--- src/rtl/alu_serial_pkg.sv ---
// Shared constants and state encoding for the bit-serial ALU sequencer.
package alu_serial_pkg;

    localparam logic [2:0] MODE_PLUS       = 3'd0;
    localparam logic [2:0] MODE_AND        = 3'd1;
    localparam logic [2:0] MODE_OR         = 3'd2;
    localparam logic [2:0] MODE_XOR        = 3'd3;
    localparam logic [2:0] MODE_XNOR       = 3'd4;
    localparam logic [2:0] MODE_LAST_LEGAL = 3'd4;

    typedef enum logic [1:0] {
        ST_IDLE = 2'd0,
        ST_RUN  = 2'd1,
        ST_DONE = 2'd2
    } state_e;

    function automatic logic mode_is_legal(input logic [2:0] mode);
        return (mode <= MODE_LAST_LEGAL);
    endfunction

endpackage

--- src/rtl/mode_decoder3.sv ---
// 3-to-8 one-hot decoder; its output is registered by the sequencer before reaching the slice.
module mode_decoder3 (
    input  logic [2:0] mode,
    output logic [7:0] onehot
);

    // Single-bit set at the position selected by mode
    always_comb begin
        onehot       = 8'h00;
        onehot[mode] = 1'b1;
    end

endmodule

--- src/rtl/alu_serial_ctrl.sv ---
// Bit-serial sequencer driving a 1-bit ALU slice LSB first, returning the result over valid/ready.
// Optional zero/ovf flag outputs are built when ALU_SERIAL_FLAGS_EN is defined.
module alu_serial_ctrl
    import alu_serial_pkg::*;
#(
    parameter int WIDTH = 8
) (
    input  logic             CLK,
    input  logic             RST,
    input  logic             start,
    output logic             ready,
    input  logic [2:0]       Mode,
    input  logic [WIDTH-1:0] A_in,
    input  logic [WIDTH-1:0] B_in,
    output logic             res_valid,
    input  logic             res_ready,
    output logic [WIDTH-1:0] result,
    output logic             carry,
    output logic             err,
`ifdef ALU_SERIAL_FLAGS_EN
    output logic             zero,
    output logic             ovf,
`endif
    output logic [7:0]       decoder_x,
    output logic             alu_A,
    output logic             alu_B,
    output logic             alu_C_in,
    input  logic             alu_X,
    input  logic             alu_C_out
);

    localparam int              CNT_W    = $clog2(WIDTH);
    localparam logic [CNT_W-1:0] CNT_LAST = CNT_W'(WIDTH - 1);

    state_e             state_q,   state_d;
    logic [WIDTH-1:0]   a_q,       a_d;
    logic [WIDTH-1:0]   b_q,       b_d;
    logic [WIDTH-1:0]   result_q,  result_d;
    logic               carry_q,   carry_d;
    logic [2:0]         mode_q,    mode_d;
    logic [7:0]         dec_q,     dec_d;
    logic [CNT_W-1:0]   bit_cnt_q, bit_cnt_d;
    logic               err_q,     err_d;
    logic               valid_q,   valid_d;
    logic               ready_q,   ready_d;
    logic [7:0]         dec_in_s;
`ifdef ALU_SERIAL_FLAGS_EN
    logic               a_msb_q,   a_msb_d;
    logic               b_msb_q,   b_msb_d;
    logic               zero_q,    zero_d;
    logic               ovf_q,     ovf_d;
`endif

    mode_decoder3 u_mode_decoder3 (
        .mode   (Mode),
        .onehot (dec_in_s)
    );

    // Next-state and datapath update for the IDLE/RUN/DONE sequencer
    always_comb begin
        state_d   = state_q;
        a_d       = a_q;
        b_d       = b_q;
        result_d  = result_q;
        carry_d   = carry_q;
        mode_d    = mode_q;
        dec_d     = dec_q;
        bit_cnt_d = bit_cnt_q;
        err_d     = err_q;
        valid_d   = valid_q;
        ready_d   = ready_q;
`ifdef ALU_SERIAL_FLAGS_EN
        a_msb_d   = a_msb_q;
        b_msb_d   = b_msb_q;
        zero_d    = zero_q;
        ovf_d     = ovf_q;
`endif
        case (state_q)
            ST_IDLE: begin
                if (start && ready_q) begin
                    mode_d    = Mode;
                    dec_d     = dec_in_s;
                    carry_d   = 1'b0;
                    bit_cnt_d = '0;
                    result_d  = '0;
                    ready_d   = 1'b0;
`ifdef ALU_SERIAL_FLAGS_EN
                    a_msb_d   = A_in[WIDTH-1];
                    b_msb_d   = B_in[WIDTH-1];
                    zero_d    = 1'b0;
                    ovf_d     = 1'b0;
`endif
                    if (mode_is_legal(Mode)) begin
                        a_d     = A_in;
                        b_d     = B_in;
                        err_d   = 1'b0;
                        state_d = ST_RUN;
                    end else begin
                        // Zero operands keep the slice inputs quiet while the error result is held
                        a_d     = '0;
                        b_d     = '0;
                        err_d   = 1'b1;
                        valid_d = 1'b1;
                        state_d = ST_DONE;
`ifdef ALU_SERIAL_FLAGS_EN
                        zero_d  = 1'b1;
`endif
                    end
                end else begin
                    state_d = ST_IDLE;
                end
            end
            ST_RUN: begin
                a_d       = {1'b0, a_q[WIDTH-1:1]};
                b_d       = {1'b0, b_q[WIDTH-1:1]};
                result_d  = {alu_X, result_q[WIDTH-1:1]};
                carry_d   = (mode_q == MODE_PLUS) ? alu_C_out : 1'b0;
                bit_cnt_d = bit_cnt_q + CNT_W'(1);
                if (bit_cnt_q == CNT_LAST) begin
                    state_d = ST_DONE;
                    valid_d = 1'b1;
`ifdef ALU_SERIAL_FLAGS_EN
                    zero_d  = (result_d == '0);
                    ovf_d   = (mode_q == MODE_PLUS) && (a_msb_q == b_msb_q) &&
                              (result_d[WIDTH-1] != a_msb_q);
`endif
                end else begin
                    state_d = ST_RUN;
                end
            end
            ST_DONE: begin
                if (res_ready) begin
                    state_d = ST_IDLE;
                    valid_d = 1'b0;
                    ready_d = 1'b1;
                    dec_d   = 8'h00;
                    err_d   = 1'b0;
                    carry_d = 1'b0;
`ifdef ALU_SERIAL_FLAGS_EN
                    zero_d  = 1'b0;
                    ovf_d   = 1'b0;
`endif
                end else begin
                    state_d = ST_DONE;
                end
            end
            default: begin
                state_d = ST_IDLE;
                valid_d = 1'b0;
                ready_d = 1'b1;
                dec_d   = 8'h00;
            end
        endcase
    end

    // State register with synchronous reset
    always_ff @(posedge CLK) begin
        if (RST) begin
            state_q   <= ST_IDLE;
            a_q       <= '0;
            b_q       <= '0;
            result_q  <= '0;
            carry_q   <= 1'b0;
            mode_q    <= 3'd0;
            dec_q     <= 8'h00;
            bit_cnt_q <= '0;
            err_q     <= 1'b0;
            valid_q   <= 1'b0;
            ready_q   <= 1'b1;
`ifdef ALU_SERIAL_FLAGS_EN
            a_msb_q   <= 1'b0;
            b_msb_q   <= 1'b0;
            zero_q    <= 1'b0;
            ovf_q     <= 1'b0;
`endif
        end else begin
            state_q   <= state_d;
            a_q       <= a_d;
            b_q       <= b_d;
            result_q  <= result_d;
            carry_q   <= carry_d;
            mode_q    <= mode_d;
            dec_q     <= dec_d;
            bit_cnt_q <= bit_cnt_d;
            err_q     <= err_d;
            valid_q   <= valid_d;
            ready_q   <= ready_d;
`ifdef ALU_SERIAL_FLAGS_EN
            a_msb_q   <= a_msb_d;
            b_msb_q   <= b_msb_d;
            zero_q    <= zero_d;
            ovf_q     <= ovf_d;
`endif
        end
    end

    assign ready     = ready_q;
    assign res_valid = valid_q;
    assign result    = result_q;
    assign carry     = carry_q;
    assign err       = err_q;
    assign decoder_x = dec_q;
    assign alu_A     = a_q[0];
    assign alu_B     = b_q[0];
    assign alu_C_in  = carry_q;
`ifdef ALU_SERIAL_FLAGS_EN
    assign zero      = zero_q;
    assign ovf       = ovf_q;
`endif

endmodule

--- config.mk ---
export PLATFORM = sky130hd
export DESIGN_NAME = alu_serial_ctrl
export DESIGN_NICKNAME = d
export VERILOG_FILES = /design/src/rtl/alu_serial_pkg.sv /design/src/rtl/mode_decoder3.sv /design/src/rtl/alu_serial_ctrl.sv
export SDC_FILE = /design/constraint.sdc
export NUM_CORES = 1
export LEC_CHECK = 0
export ABC_AREA = 1
export BUFFER_PORTS_ARGS = -buffer_cell sky130_fd_sc_hd__buf_2
export CAP_MARGIN = 20
export CORE_ASPECT_RATIO = 0.75
export CORE_MARGIN = 2
export CORE_UTILIZATION = 38
export CTS_CLUSTER_SIZE = 16
export DETAILED_ROUTE_END_ITERATION = 8
export HOLD_SLACK_MARGIN = 0.02
export PLACE_DENSITY_LB_ADDON = 0.15
export SLEW_MARGIN = 30
export SYNTH_ARGS = -nofsm -noshare
export SYNTH_HDL_FRONTEND = slang
export SYNTH_SLANG_ARGS = --single-unit
export TNS_END_PERCENT = 1
--- constraint.sdc ---
create_clock -name CLK -period 1.3 [get_ports CLK]
set_clock_uncertainty 0.15 [all_clocks]
set_input_delay 0.13 -clock CLK [delete_from_list [all_inputs] [get_ports CLK]]
set_output_delay 0.13 -clock CLK [all_outputs]
set_load 0.005 [all_outputs]
==> qor.txt <==
crit-path cells - nor2_4 > nand2_4 > buf_4 > a21oi_1 > nor3_1
Final Hold Violating Endpoints - 0
via count - 1,819
floorplan row count - 22
cell area after synthesis - 1930 um2
RePlAce Congestion - 0.778
Crit Path Category - reg -> reg
starting DRC count in detailed routing - 78
largest net degree at the start of global routing - 23
clk_lat worst skew - 0.29 ns
Worst slew margin - 0.836
Lkg Pwr - 0.00120 uW
Hold Path Class - in -> reg
clock slew at reported path FFs - 0.08 ns
Ys Warns - 0
port buffer count - 47
Top delay family on crit path - flip-flops
Post-synth top flop - dfxtp_1
synth top area cells - dfxtp_1, nand2_1, a21oi_1
Hold Startpoint - res_ready
core area - 4900 um2
# Post-CTS Setup Buffers - 0
pins over their slew limit - 0
area share of the largest cell type after synthesis - 0.457
WP data arrival - 1.37 ns
Worst EP required - 1.33 ns
Antenna Nets Post-Route - 0
largest fanout on the critical path - 6
Root Driver - clkbuf_8
outcome - finished with violations
hold endpoint - err$_SDFFE_PP0P_
Multi-input gate area - 1020 um2
synthesis-to-layout area growth - 45.4%
Post-Synthesis Net Count - 276
failing checks - setup timing
critical path's slowest cell - dfxtp_4
initial antenna violation count - 0
worst r2r dst - a_q[4]$_SDFFE_PP0P_
Final Util - 0.571
post-route insts no fill - 391
Filler cells - 467
Tightest Pin Transition - 0.244 ns
share of layout cells above drive strength 1 - 0.369
min cycle time layout - 1.34 ns
Sink Count - 44
vias per inst - 4.65
number of CTS-inserted buffers - 5
Pwr per Cell Area - 1260 nW/um2
Hold Crit Depth - 4
DRC violations left - 0
number of synthesized flops with an enable pin - 0
grt ovf - 0
vias in the first global route - 1,594
Die Ht - 65.7 um
MaxCap Viol Count - 0
Die X - 86.2 um
All-Layer GR Usage - 0.165
Sequential Area - 890 um2
dpl cells - 363
Final Cycle Share - 1.03
unrepaired setup endpoints after global routing - yes
Nets - 357
CP startpoint kind - flop
first-pass GRT wire length - 7.27 mm
Avg Inst Size Synth - 7.73 um2
Synth area leader - dfxtp_1
Critical Path Sink Type - flop
Reg2Reg Depth - 5
first-pass iteration count of the detailed router - 4
Synth cell types - 23
Clock Path Buffers - 2
Die ar. - 5660 um2
register area share after synthesis - 0.457
fmax - 0.748 GHz
VDD IR max - 0.000536 V
CTS tree - done
io pins - 48
crit path buf inv count - 1
HPWL Detailed - 3.01 mm
final setup fails - 13
dominant cell by count in the synthesized netlist - nand2_1
biggest cell delay along the critical path - 0.38 ns
ant diodes - 0
post-route setup slack - -0.0375 ns
Initial Utilization - 0.393
htree depth - 2
ys async rst share - 0
Synth Register Bits - 44
Worst R2R Start - state_q[0]$_SDFF_PP0_
Synth Instances - 249
reg2reg setup slack - -0.04 ns
DR WL/cell - 11.7 um
synth cell count leaders - nand2_1, dfxtp_1, a21oi_1
Total Routed Length - 4.59 mm
==> layout by cell type (no fill, tap or decap), types with 6 or more instances in the layout <==
master / count
nand2_1: 50
buf_2: 47
dfxtp_1: 41
a21oi_1: 29
nor2_1: 25
dlygate4sd3_1: 20
inv_1: 13
o21ai_1: 13
buf_4: 12
a21oi_2: 10
nor3_2: 10
nand2_4: 6
nand3_1: 6
==> through the flow <==
step | setup WS (ns) | total power (uW) | hold slack, ns | TNS [ns] | area [um2]
floorplan | 0.00547 | 2090 | 0.0491 | 0 | 1930
global placement | -0.0965 | 2350 | 0.241 | -1.75 | 2340
detailed placement | -0.113 | 2350 | 0.246 | -2.15 | 2340
CTS | -0.0366 | 3440 | 0.0454 | -0.444 | 2670
global route | -0.107 | 3720 | 0.0646 | -2.48 | 2800
finish | -0.0375 | 3520 | 0.0500 | -0.163 | 2800
==> how the worst max path moves through the flow <==
stage / start / endpoint / slack, ns / cells after the start
global placement: state_q[0]$_SDFF_PP0_ / decoder_x[3]$_SDFFE_PP0P_ / -0.1 / 7
detailed placement: state_q[0]$_SDFF_PP0_ / a_q[6]$_SDFFE_PP0P_ / -0.11 / 5
floorplan: state_q[1]$_SDFF_PP0_ / bit_cnt_q[0]$_SDFFE_PP0P_ / 0.005 / 6
CTS: state_q[1]$_SDFF_PP0_ / result[4]$_SDFFE_PP0P_ / -0.04 / 5
global route: state_q[0]$_SDFF_PP0_ / a_q[5]$_SDFFE_PP0P_ / -0.11 / 5
finish: state_q[0]$_SDFF_PP0_ / a_q[4]$_SDFFE_PP0P_ / -0.04 / 5
==> power breakdown <==
part	switching, uW	total, uW	internal (uW)
combinational	520	941	421
sequential	71.1	1550	1480
clock	461	1030	568
==> routing by layer <==
layer | global-route usage | share of wire | up-vias | wire, um
met5 | 0 | 0 | - | 0
met4 | 0.0586 | 0.010 | 0 | 47
met3 | 0.0415 | 0.033 | 5 | 152
met2 | 0.249 | 0.45 | 26 | 2080
met1 | 0.228 | 0.50 | 812 | 2310
li1 | - | - | 976 | -
==> sequential cells by signal, summed over array words and instances (netlist names) <==
| signal | count |
|---|---|
| decoder_x | 8 |
| b_q | 8 |
| alu_C_in | 1 |
| state_q | 2 |
| bit_cnt_q | 3 |
| res_valid | 1 |
| a_q | 8 |
| result | 8 |
| ready | 1 |
| mode_q | 3 |
| err | 1 |
==> kinds of logic (layout without fill, tap and decap cells) <==
kind of cell | count (synthesis) | in the layout | share of synthesized area
compound gates | 61 | 61 | 0.162
flops | 44 | 44 | 0.457
simple gates | 115 | 115 | 0.292
fa+ha+maj | 2 | 2 | 0.0130
buf+inv | 27 | 109 | 0.0747
==> tightest hold or removal path, stage by stage <==
cell,delay (ns)
buf_2,0.09
nand3_1,0.08
nand3_1,0.08
a21oi_1,0.06
==> area by class of cell <==
| type | instances | area share |
|---|---|---|
| inverters | 15 | 0.0210 |
| clock buffers | 5 | 0.0246 |
| flip-flops and latches | 44 | 0.318 |
| multi-input cells | 178 | 0.366 |
| repair buffers | 86 | 0.228 |
| clock inverters | 3 | 0.0152 |
| well taps | 60 | 0.0268 |
==> timing repair <==
item	in CTS	in global routing
gates resized for setup	13	39
hold buffers	20	0
hold endpoints to repair	20	0
setup endpoints to repair	38	40
pin swaps	0	8
Note: power is estimated with default switching activity, not from simulation.
